[src/rtl/fdiv_prog_pkg.sv]
// ---------------------------------------------------------------------------
// fdiv_prog_pkg
// Shared types and helpers for the programmable clock divider.
//   state_t : FSM encoding (IDLE, RUN, DRAIN)
//   eff_n() : decodes a ratio encoding into the effective divide ratio N
// ---------------------------------------------------------------------------
package fdiv_prog_pkg;

    typedef enum logic [1:0] {
        IDLE  = 2'd0,
        RUN   = 2'd1,
        DRAIN = 2'd2
    } state_t;

    // Widest supported counter. eff_n() works at this width and callers
    // narrow the result.
    localparam int MAX_WIDTH = 16;

    localparam logic [MAX_WIDTH:0] N_ONE = (MAX_WIDTH+1)'(1);
    localparam logic [MAX_WIDTH:0] N_MIN = (MAX_WIDTH+1)'(2);

    // Encoding 0 means 2^width. Encoding 1 is clamped to 2, because a
    // divide-by-1 cannot produce a registered low phase.
    function automatic logic [MAX_WIDTH:0] eff_n(input logic [MAX_WIDTH-1:0] enc,
                                                 input int                   width);
        logic [MAX_WIDTH:0] n;
        if (enc == '0) begin
            n = N_ONE << width;
        end else if (enc == MAX_WIDTH'(1)) begin
            n = N_MIN;
        end else begin
            n = {1'b0, enc};
        end
        return n;
    endfunction

endpackage

[src/rtl/fdiv_prog_if.sv]
// ---------------------------------------------------------------------------
// fdiv_prog_if
// Ratio offer handshake between a ratio source and the divider.
//   ratio     : requested divide ratio encoding (0 = 2^WIDTH)
//   ratio_vld : source is offering a ratio
//   ratio_rdy : divider can accept the offer this cycle
// Modports: master (ratio source), slave (divider).
// ---------------------------------------------------------------------------
interface fdiv_prog_if #(
    parameter int WIDTH = 4
);
    logic [WIDTH-1:0] ratio;
    logic             ratio_vld;
    logic             ratio_rdy;

    modport master (output ratio, output ratio_vld, input ratio_rdy);
    modport slave  (input ratio, input ratio_vld, output ratio_rdy);
endinterface

[src/rtl/fdiv_prog_ratio_reg.sv]
// ---------------------------------------------------------------------------
// fdiv_prog_ratio_reg
// Holds the active ratio encoding plus one pending ratio waiting for the next
// period boundary.
//   clk, rst         : clock, synchronous active-high reset
//   rbus (slave)     : ratio offer handshake; ratio_rdy = !pending
//   i_idle           : divider is in IDLE, offers take effect immediately
//   i_boundary       : current period ends (or is restarted) this cycle
//   o_cur_ratio      : encoding currently in effect
//   o_cur_ratio_nx   : encoding that will be in effect next cycle
// ---------------------------------------------------------------------------
module fdiv_prog_ratio_reg #(
    parameter int WIDTH      = 4,
    parameter int INIT_RATIO = 0
) (
    input  logic             clk,
    input  logic             rst,
    fdiv_prog_if.slave       rbus,
    input  logic             i_idle,
    input  logic             i_boundary,
    output logic [WIDTH-1:0] o_cur_ratio,
    output logic [WIDTH-1:0] o_cur_ratio_nx
);

    logic             r_pending;
    logic [WIDTH-1:0] r_pend_ratio;
    logic [WIDTH-1:0] r_cur_ratio;

    logic             w_accept;
    logic             w_pending_nx;
    logic [WIDTH-1:0] w_pend_nx;
    logic [WIDTH-1:0] w_cur_nx;

    assign rbus.ratio_rdy = !r_pending;
    assign w_accept       = rbus.ratio_vld && !r_pending;

    // NOTE: every signal assigned in always_comb gets a default first, so no
    // path through the block can leave it unassigned and infer a latch.
    always_comb begin
        w_pending_nx = r_pending;
        w_pend_nx    = r_pend_ratio;
        w_cur_nx     = r_cur_ratio;

        // A pending ratio is normally consumed at a boundary. It can also be
        // seen in IDLE when it was accepted on the very edge that ended a
        // drain; it is applied straight away so the handshake never stalls.
        if (r_pending && (i_idle || i_boundary)) begin
            w_cur_nx     = r_pend_ratio;
            w_pending_nx = 1'b0;
        end

        // Acceptance needs !pending, so it never collides with the apply
        // above. An offer taken in the boundary cycle itself is parked and
        // waits for the following boundary.
        if (w_accept) begin
            if (i_idle) begin
                w_cur_nx = rbus.ratio;
            end else begin
                w_pending_nx = 1'b1;
                w_pend_nx    = rbus.ratio;
            end
        end
    end

    // NOTE: state registers use non-blocking assignments so every register
    // samples the pre-edge values, independent of statement order.
    always_ff @(posedge clk) begin
        if (rst) begin
            r_pending    <= 1'b0;
            r_pend_ratio <= '0;
            r_cur_ratio  <= WIDTH'(INIT_RATIO);
        end else begin
            r_pending    <= w_pending_nx;
            r_pend_ratio <= w_pend_nx;
            r_cur_ratio  <= w_cur_nx;
        end
    end

    assign o_cur_ratio    = r_cur_ratio;
    assign o_cur_ratio_nx = w_cur_nx;

endmodule

[src/rtl/fdiv_prog.sv]
// ---------------------------------------------------------------------------
// fdiv_prog
// Programmable clock divider with a glitch-free registered output, a
// period-end tick, and a ratio handshake that only changes the ratio at
// period boundaries.
//   clk, rst     : clock, synchronous active-high reset
//   en           : run request (IDLE -> RUN, RUN -> DRAIN when dropped)
//   sync         : phase restart, present only with FDIV_PROG_SYNC_EN
//   rbus (slave) : ratio offer handshake (ratio, ratio_vld, ratio_rdy)
//   out          : divided clock, low floor(N/2) cycles, high ceil(N/2)
//   tick         : one-cycle pulse in the last cycle of each period
//   cur_ratio    : ratio encoding currently in effect
// Optional feature macro: FDIV_PROG_SYNC_EN.
// Legal WIDTH range is 2..16.
// ---------------------------------------------------------------------------
module fdiv_prog
    import fdiv_prog_pkg::*;
#(
    parameter int WIDTH      = 4,
    parameter int INIT_RATIO = 0
) (
    input  logic             clk,
    input  logic             rst,
    input  logic             en,
`ifdef FDIV_PROG_SYNC_EN
    input  logic             sync,
`endif
    fdiv_prog_if.slave       rbus,
    output logic             out,
    output logic             tick,
    output logic [WIDTH-1:0] cur_ratio
);

    // N needs one extra bit to hold 2^WIDTH.
    localparam int NW = WIDTH + 1;

    state_t           r_state;
    logic [WIDTH-1:0] r_cnt;
    logic             r_out;
    logic             r_tick;

    state_t           w_state_nx;
    logic [WIDTH-1:0] w_cnt_nx;
    logic [WIDTH-1:0] w_cur_ratio;
    logic [WIDTH-1:0] w_cur_ratio_nx;
    logic [NW-1:0]    w_n;
    logic [NW-1:0]    w_n_nx;
    logic             w_last;
    logic             w_sync;
    logic             w_idle;
    logic             w_boundary;

    // sync only acts while a period is running; in IDLE it is ignored.
`ifdef FDIV_PROG_SYNC_EN
    assign w_sync = sync && (r_state != IDLE);
`else
    assign w_sync = 1'b0;
`endif

    assign w_idle     = (r_state == IDLE);
    assign w_n        = NW'(eff_n(MAX_WIDTH'(w_cur_ratio), WIDTH));
    assign w_n_nx     = NW'(eff_n(MAX_WIDTH'(w_cur_ratio_nx), WIDTH));
    assign w_last     = ({1'b0, r_cnt} == (w_n - NW'(1)));
    assign w_boundary = !w_idle && (w_last || w_sync);

    fdiv_prog_ratio_reg #(
        .WIDTH      (WIDTH),
        .INIT_RATIO (INIT_RATIO)
    ) u_ratio_reg (
        .clk            (clk),
        .rst            (rst),
        .rbus           (rbus),
        .i_idle         (w_idle),
        .i_boundary     (w_boundary),
        .o_cur_ratio    (w_cur_ratio),
        .o_cur_ratio_nx (w_cur_ratio_nx)
    );

    always_comb begin
        w_state_nx = r_state;
        w_cnt_nx   = r_cnt;
        unique case (r_state)
            IDLE: begin
                w_cnt_nx = '0;
                if (en) begin
                    w_state_nx = RUN;
                end
            end
            RUN: begin
                w_cnt_nx = w_last ? '0 : r_cnt + 1'b1;
                // Dropping en in the last cycle means the period is already
                // complete, so there is nothing left to drain.
                if (!en) begin
                    w_state_nx = w_last ? IDLE : DRAIN;
                end
            end
            DRAIN: begin
                w_cnt_nx = w_last ? '0 : r_cnt + 1'b1;
                if (en) begin
                    w_state_nx = RUN;
                end else if (w_last) begin
                    w_state_nx = IDLE;
                end
            end
            default: begin
                w_state_nx = IDLE;
                w_cnt_nx   = '0;
            end
        endcase
        if (w_sync) begin
            w_cnt_nx = '0;
        end
    end

    // out and tick are computed from next-cycle count and ratio so they line
    // up with r_cnt. With cnt = 0 both are always 0 (N >= 2), so a sync
    // restart or a ratio switch can never glitch the output.
    always_ff @(posedge clk) begin
        if (rst) begin
            r_state <= IDLE;
            r_cnt   <= '0;
            r_out   <= 1'b0;
            r_tick  <= 1'b0;
        end else begin
            r_state <= w_state_nx;
            r_cnt   <= w_cnt_nx;
            r_out   <= (w_state_nx != IDLE) && ({1'b0, w_cnt_nx} >= (w_n_nx >> 1));
            r_tick  <= (w_state_nx != IDLE) && ({1'b0, w_cnt_nx} == (w_n_nx - NW'(1)));
        end
    end

    assign out       = r_out;
    assign tick      = r_tick;
    assign cur_ratio = w_cur_ratio;

endmodule

[src/flat_wrapper.sv]
// flat-port wrapper written by rule: the top's interface ports become plain ports
module fdiv_prog_flat import fdiv_prog_pkg::*;
#(
    parameter int WIDTH      = 4,
    parameter int INIT_RATIO = 0
)
  (clk, rst, en, out, tick, cur_ratio, rbus_ratio, rbus_ratio_vld, rbus_ratio_rdy);
  fdiv_prog_if #(.WIDTH(WIDTH)) rbus_i ();
  input  logic clk;
  input  logic rst;
  input  logic en;
  output logic out;
  output logic tick;
  output logic [WIDTH-1:0] cur_ratio;
  input wire logic [$bits(rbus_i.ratio)-1:0] rbus_ratio;
  input wire logic [$bits(rbus_i.ratio_vld)-1:0] rbus_ratio_vld;
  output wire logic [$bits(rbus_i.ratio_rdy)-1:0] rbus_ratio_rdy;
  assign rbus_i.ratio = rbus_ratio;
  assign rbus_i.ratio_vld = rbus_ratio_vld;
  assign rbus_ratio_rdy = rbus_i.ratio_rdy;
  fdiv_prog #(.WIDTH(WIDTH), .INIT_RATIO(INIT_RATIO)) u_core (.clk(clk), .rst(rst), .en(en), .rbus(rbus_i), .out(out), .tick(tick), .cur_ratio(cur_ratio));
endmodule
[config.mk]
export PLATFORM = sky130hd
export DESIGN_NAME = fdiv_prog_flat
export DESIGN_NICKNAME = d
export VERILOG_FILES = /design/src/rtl/fdiv_prog_pkg.sv /design/src/rtl/fdiv_prog_if.sv /design/src/rtl/fdiv_prog_ratio_reg.sv /design/src/rtl/fdiv_prog.sv /design/src/flat_wrapper.sv
export SDC_FILE = /design/constraint.sdc
export NUM_CORES = 1
export LEC_CHECK = 0
export CORE_MARGIN = 3
export CORE_UTILIZATION = 55
export CTS_CLUSTER_SIZE = 12
export DETAILED_ROUTE_END_ITERATION = 16
export PLACE_DENSITY = 0.9
export SYNTH_ARGS = -nofsm -noshare
export SYNTH_HDL_FRONTEND = slang
export SYNTH_SLANG_ARGS = --single-unit
[constraint.sdc]
create_clock -name clk -period 4.1 [get_ports clk]
set_input_delay 0.615 -clock clk [delete_from_list [all_inputs] [get_ports clk]]
set_output_delay 0.615 -clock clk [all_outputs]
set_load 0.05 [all_outputs]
==> results of run 1 <==
## worst max-delay path by stage
| stage | startpoint | slack [ns] | end | cells after the start |
|---|---|---|---|---|
| 5_1_grt | u_core.u_ratio_reg.o_cur_ratio[0] | 0.03 | u_core.out | 17 |
| 3_5_place_dp | u_core.u_ratio_reg.o_cur_ratio[0] | 0.13 | u_core.out | 16 |
| 4_1_cts | u_core.u_ratio_reg.o_cur_ratio[0] | 0.13 | u_core.out | 16 |
| 6_report | u_core.u_ratio_reg.o_cur_ratio[0] | 0.29 | u_core.out | 17 |
| 2_1_floorplan | u_core.u_ratio_reg.o_cur_ratio[0] | 0.21 | u_core.out | 16 |
| 3_3_place_gp | u_core.u_ratio_reg.o_cur_ratio[0] | 0.44 | u_core.out | 16 |
## cells in the mapped netlist (2+ instances only)
cell type	instances
nor2_1	27
dfxtp_1	17
ha_1	16
nand2_1	10
inv_1	9
nand3_1	7
a21oi_1	6
xnor2_1	6
mux2i_1	5
nor3_1	4
xor2_1	4
and3_1	3
nor2b_1	3
o21ai_0	3
a211o_1	2
a21o_1	2
a311oi_1	2
a31oi_1	2
clkbuf_1	2
nand2b_1	2
o22ai_1	2
o311ai_0	2
o31a_1	2
or3_1	2
## repair_timing
| item | 4_1_cts | 5_1_grt |
|---|---|---|
| resized for setup | 0 | 5 |
| setup endpoints to repair | 0 | 1 |
| buffers inserted | 0 | 1 |
## sequential cells by signal, indices dropped and copies added (netlist names)
| signal | flops |
|---|---|
| u_core.out | 1 |
| u_core.r_cnt | 4 |
| u_core.r_state | 2 |
| u_core.tick | 1 |
| u_core.u_ratio_reg.o_cur_ratio | 4 |
| u_core.u_ratio_reg.r_pend_ratio | 4 |
| u_core.u_ratio_reg.r_pending | 1 |
## final cells by class
class / count / area share, %
inverters: 10 / 2.41
multi-input cells: 131 / 61.8
repair buffers: 16 / 9.96
clock inverters: 1 / 0.321
clock buffers: 3 / 1.45
well taps: 28 / 2.25
flip-flops and latches: 17 / 21.8
## placed cells by master, fill, tap and decap left out, types with 2 or more instances in the layout
master	count
a311oi_1	2
or3_1	2
a21oi_1	6
and3_1	3
nor2_1	27
xor2_1	4
a21o_1	2
inv_1	9
mux2i_2	2
nand2_1	10
o22ai_1	2
o31a_1	2
clkbuf_4	3
o21ai_0	3
xnor2_1	6
a211o_1	2
a31oi_1	2
nand3_1	7
dfxtp_1	17
clkdlybuf4s50_1	14
nand2b_1	2
o311ai_0	2
nor3_1	3
buf_4	2
nor2b_1	3
ha_1	16
mux2i_1	3
## power by group through the flow
stage	logic, W	registers [W]	clock network, W
global placement	0.000314	0.000203	0
CTS	0.000335	0.000200	0.0000967
floorplan	0.000223	0.000228	0
detailed placement	0.000332	0.000204	0
finish	0.000357	0.000201	0.0000928
global route	0.000390	0.000203	0.000105
## worst reg2reg max path, cell delays in order (launching register included)
cell	delay, ns
dfxtp_1	0.45
inv_1	0.12
ha_1	0.25
xnor2_1	0.20
o32ai_1	0.12
a211o_1	0.35
o31a_1	0.37
nand3b_4	0.18
a31o_4	0.28
and2_2	0.21
nand2_1	0.09
a21boi_0	0.21
ha_1	0.26
nand2b_1	0.14
a21o_1	0.17
a21o_1	0.17
a21oi_1	0.14
nor2_1	0.05
## layer usage
layer	up-vias	GRT usage, %
li1	605	-
met1	598	27.3
met2	50	41.9
met3	12	2.41
met4	0	7.29
met5	-	0
## cell families after synthesis
family / after synthesis / synth area share [%]
AO/OA/AOI/OAI: 33 / 18.9
XOR/XNOR: 10 / 6.63
adder cells (fa/ha/maj): 16 / 15.2
buffers and inverters: 12 / 3.41
flip-flops: 17 / 25.8
multiplexers: 6 / 4.83
AND/OR/NAND/NOR: 66 / 25.3
## metrics by stage
stage / hold WS, ns / utilization [%]
after detailed placement: 0.547 / 66.3
final: 0.565 / 69.1
after CTS: 0.563 / 67.5
after global placement: 0.529 / 66.3
after floorplan: 0.484 / -
after global routing: 0.594 / 69.1
==> run summary, run 1 <==
RR Startpoint: u_core.u_ratio_reg.o_cur_ratio[0]
Switching power: 0.000282 W
GRT Total Usage: 22.8%
Worst setup EP type: flip-flop
Starting Density: 58.5%
Unique cell type count in the Yosys netlist: 44
Hold Crit Class: reg -> reg
Crit Path Class: reg -> reg
Hold buffers post-CTS: 0
Hold Path Depth: 2
DIE WIDTH: 55.0 µm
DR vias: 1265
Final hold violations: 0
Tmin final: 3.81 ns
First-pass GRT wire length: 5.02 mm
Hold EP: u_core.u_ratio_reg.r_pend_ratio[2]
Total power: 0.000651 W
Largest net degree at the start of global routing: 17
Syn Area/Cell: 8.25 µm²
Area Growth Syn to Fin: 18.0%
Synth warn: 0
Reg2reg setup slack: 0.29 ns
Placed inst area: 1500 µm²
Detailed-route wire length per cell: 15.8 µm
RR Endpoint: u_core.out
H-tree depth: 1
Root Driver: clkbuf_4
CP peak stage delay: 0.45 ns
DRT Pass-1 Iters: 4
Tcrit/Tclk final: 93.0%
Leakage: 0.688 nW
Setup ws final: 0.289 ns
RSZ-0062 raised after global routing: false
Internal power: 0.000370 W
Top Layer Used: met4
Crit-path cells: inv_1, ha_1, xnor2_1, o32ai_1, a211o_1, o31a_1, nand3b_4, a31o_4, and2_2, nand2_1, a21boi_0, ha_1, nand2b_1, a21o_1, a21o_1, a21oi_1, nor2_1
CTS tree: built
Arr. time, crit path: 4.03 ns
Met2 wire length: 1.64 mm
CP required: 4.32 ns
Sequential share of the synthesized area: 25.8%
Clock Skew: 0.0159 ns
IO Count: 15
Number of global-route vias before repair: 1150
Port Buffers: 14
Metal1 wirelength: 1.37 mm
FMAX: 0.262 GHz
Final setup vio count: 0
Nets: 203
Clk network pwr share: 14.3%
Gpl congestion: 0.858
Fill cells: 197
Synthesized flop and latch total: 17
HPWL Detailed: 2.39 mm
DIE AREA: 3020 µm²
P per Cell Area: 418 nW/µm²
Iter 0 DRT Violations: 43
Hold_sp: u_core.u_ratio_reg.r_pend_ratio[2]
Register area: 340 µm²
Clock sink count: 17
Synthesized instance count: 160
EDFF count, synth: 0
Slew @ Worst Pin: 0.576 ns
Antenna Nets Post-Route: 0
Top post-synthesis cells by area: dfxtp_1 (26%), ha_1 (15%), nor2_1 (7.7%), xnor2_1 (4.0%), mux2i_1 (3.8%)
CP Launch Type: flip-flop
Comb pwr share: 54.9%
Area share of the largest cell type after synthesis: 25.8%
Run status: finished clean
Net count after synthesis: 184
Finished Layout Cells: 206
Post-Layout Inst Area: 1560 µm²
Metal3 WL: 168 µm
Cts bufs inserted: 3
Final Max Slew Viols: 0
Peak supply drop: 0.000231 V
Dpl cells: 201
Row cnt: 17
Sequential share of power: 30.9%
Setup TNS: 0 ns
FF-to-FF path depth: 17
CP bufs+invs: 1
Syn Std Cell Area: 1320 µm²
Worst slew margin: 61.5%
Core area: 2250 µm²
Crit Path Max Fanout: 8
Family with the most delay on the worst path: compound AO/OA/AOI/OAI gates
Post-route DRC: 0
Die height: 55.0 µm
Setup slack at placement: 0.129 ns
Max_cap viols: 0
Clk slew on worst S/H paths: 0.11 ns
Ys flop type: dfxtp_1
Share of cells above drive strength 1: 8.99%
DR vias/cell: 6.14
Ys async rst share: 0%
Worst-Skew Late Latency: 0.31 ns
Grt ovf: 0
Antenna diodes: 0
Max Buffers Root-to-Sink: 2
Initial antenna violation count: 0
Cell type with the largest total area after synthesis: dfxtp_1
Switching share of power: 43.2%
Crit path max-delay cell type: dfxtp_1
Footprint of the multi-input gates: 962 µm²
Routed WL: 3.25 mm
Note: power is estimated with default switching activity, not from simulation.
==> run 2, diff against run 1 <==
--- a/config.mk
+++ b/config.mk
@@ -5,6 +5,8 @@
 export SDC_FILE = /design/constraint.sdc
 export NUM_CORES = 1
 export LEC_CHECK = 0
+export CAP_MARGIN = 20
+export CORE_ASPECT_RATIO = 1.4
 export CORE_MARGIN = 3
 export CORE_UTILIZATION = 55
 export CTS_CLUSTER_SIZE = 12
==> run 2 against run 1 <==
Compared with the run above: setup slack improved by 0.073 ns; sequential power barely moved; final cell count fell by 2.4%; clock power rose by 0.9%; core utilization rose by 0.18 points; clock-buffer cell count did not move; die area rose by 0.28%; highest routed layer unchanged.
==> run summary, run 2 (synthesis gave the netlist of run 1 again) <==
Arr. time, crit path: 3.94 ns
Clock sink count: 17
CP startpoint: u_core.u_ratio_reg.o_cur_ratio[0]
Hold Crit Class: reg -> reg
Setup ws final: 0.362 ns
IO Count: 15
Worst setup EP type: flip-flop
GRT Total Usage: 22.5%
Met2 wire length: 1.63 mm
Share of cells above drive strength 1: 9.50%
Port Buffers: 14
Root Driver: clkbuf_4
Run status: finished clean
Tmin final: 3.74 ns
Initial antenna violation count: 0
Most frequent cells in the layout: nor2_1 (27), dfxtp_1 (17), ha_1 (16), clkdlybuf4s50_1 (14), nand2_1 (10)
Clk network pwr share: 14.6%
Metal1 wirelength: 1.13 mm
Antenna Nets Post-Route: 0
CTS tree: built
P per Cell Area: 414 nW/µm²
Switching power: 0.000269 W
Crit Path Class: reg -> reg
Max Buffers Root-to-Sink: 2
RSZ-0062 raised after global routing: false
Peak supply drop: 0.000229 V
Cts bufs inserted: 3
Max_cap viols: 0
Final setup vio count: 0
H-tree depth: 1
Switching share of power: 42.0%
DR vias/cell: 6.28
DIE AREA: 3030 µm²
Largest net degree at the start of global routing: 17
RR Startpoint: u_core.u_ratio_reg.o_cur_ratio[0]
Tcrit/Tclk final: 91.2%
Row cnt: 20
Most common cell after layout, fill and taps aside: nor2_1
Nets: 204
CP Launch Type: flip-flop
Clock Skew: 0.00449 ns
Final hold violations: 0
HPWL Detailed: 2.35 mm
Clk slew on worst S/H paths: 0.11 ns
Area Growth Syn to Fin: 16.9%
First-pass GRT wire length: 5.09 mm
CP required: 4.30 ns
Worst slew margin: 61.7%
Core area: 2230 µm²
Setup TNS: 0 ns
Starting Density: 59.3%
Leakage: 0.684 nW
Comb pwr share: 54.0%
FMAX: 0.268 GHz
Top Layer Used: met4
Antenna diodes: 0
Metal3 WL: 166 µm
Gpl congestion: 0.873
Number of global-route vias before repair: 1251
DRT Pass-1 Iters: 5
Die height: 64.0 µm
Setup slack at placement: 0.258 ns
Final Max Slew Viols: 0
DR vias: 1263
Iter 0 DRT Violations: 54
Post-route DRC: 0
Crit Path Max Fanout: 8
Slew @ Worst Pin: 0.573 ns
Sequential share of power: 31.4%
Internal power: 0.000370 W
Routed WL: 3.01 mm
DIE WIDTH: 47.4 µm
Hold buffers post-CTS: 0
Detailed-route wire length per cell: 15.0 µm
Grt ovf: 0
Worst-Skew Late Latency: 0.29 ns
Hold_sp: u_core.u_ratio_reg.r_pend_ratio[1]
[run 2: changes by cell type in the layout (fill, tap and decap cells not counted), sizes merged]
cell	before	now
buf	2	3
[run 2: power groups by stage]
stage / clock network, W / logic [W] / registers, W
floorplan: 0 / 0.000223 / 0.000228
global placement: 0 / 0.000318 / 0.000203
detailed placement: 0 / 0.000330 / 0.000204
CTS: 0.0000957 / 0.000332 / 0.000200
global route: 0.000104 / 0.000386 / 0.000203
finish: 0.0000936 / 0.000345 / 0.000201
[run 2: stage by stage]
step / cells / hold slack [ns] / instance area [µm²] / util, % / total power [W]
4_1_cts: 199 / 0.546 / 1520 / 68.0 / 0.000627
2_1_floorplan: 160 / 0.484 / 1320 / - / 0.000451
3_3_place_gp: 195 / 0.537 / 1490 / 66.8 / 0.000521
5_1_grt: 201 / 0.583 / 1540 / 69.3 / 0.000693
6_report: 201 / 0.541 / 1540 / 69.3 / 0.000639
3_5_place_dp: 195 / 0.524 / 1490 / 66.8 / 0.000533
[run 2: worst paths after layout]
kind                                        endpoint  slack, ns  depth (start not counted)
setup reg to reg                          u_core.out       0.36                         17
hold reg to reg   u_core.u_ratio_reg.r_pend_ratio[1]       0.54                          2
hold / removal    u_core.u_ratio_reg.r_pend_ratio[1]       0.54                          2
setup / recovery                          u_core.out       0.36                         17
[run 2: per-layer routing]
layer,vias to the layer above,track usage (%)
met4,0,9.34
met5,-,0
met1,597,24.1
li1,610,-
met2,44,40.3
met3,12,3.66
[run 2: timing repair]
item / 4_1_cts / 5_1_grt
setup buffers: 0 / 2
resized for setup: 0 / 3
endpoints found under the setup margin: 0 / 1
[run 2: critical path, cell delays in order, from the launching register on]
cell and delay, ns:
dfxtp_1 0.45, inv_1 0.11, ha_1 0.25, xnor2_1 0.20, o32ai_1 0.11, a211o_1 0.32
o31a_1 0.36, nand3b_4 0.19, a31o_4 0.28, and2_2 0.20, nand2_1 0.08, a21boi_0 0.19
ha_1 0.25, nand2b_1 0.14, a21o_1 0.17, a21o_1 0.17, a21oi_1 0.13, nor2_1 0.05
[run 2: area by class of cell]
cell class | instances | area [µm²]
Timing Repair Buffer | 17 | 163
Fill cell | 194 | 684
Sequential cell | 17 | 340
Clock inverter | 1 | 5.00
Multi-Input combinational cell | 131 | 947
Clock buffer | 3 | 22.5
Tap cell | 22 | 27.5
Inverter | 10 | 37.5
==> run 3, diff against run 2 <==
--- a/config.mk
+++ b/config.mk
@@ -11,6 +11,7 @@
 export CORE_UTILIZATION = 55
 export CTS_CLUSTER_SIZE = 12
 export DETAILED_ROUTE_END_ITERATION = 16
+export HOLD_SLACK_MARGIN = 0.1
 export PLACE_DENSITY = 0.9
 export SYNTH_ARGS = -nofsm -noshare
 export SYNTH_HDL_FRONTEND = slang
==> results of run 3 <==
Final layout, timing and power as in run 2 (identical DEF).
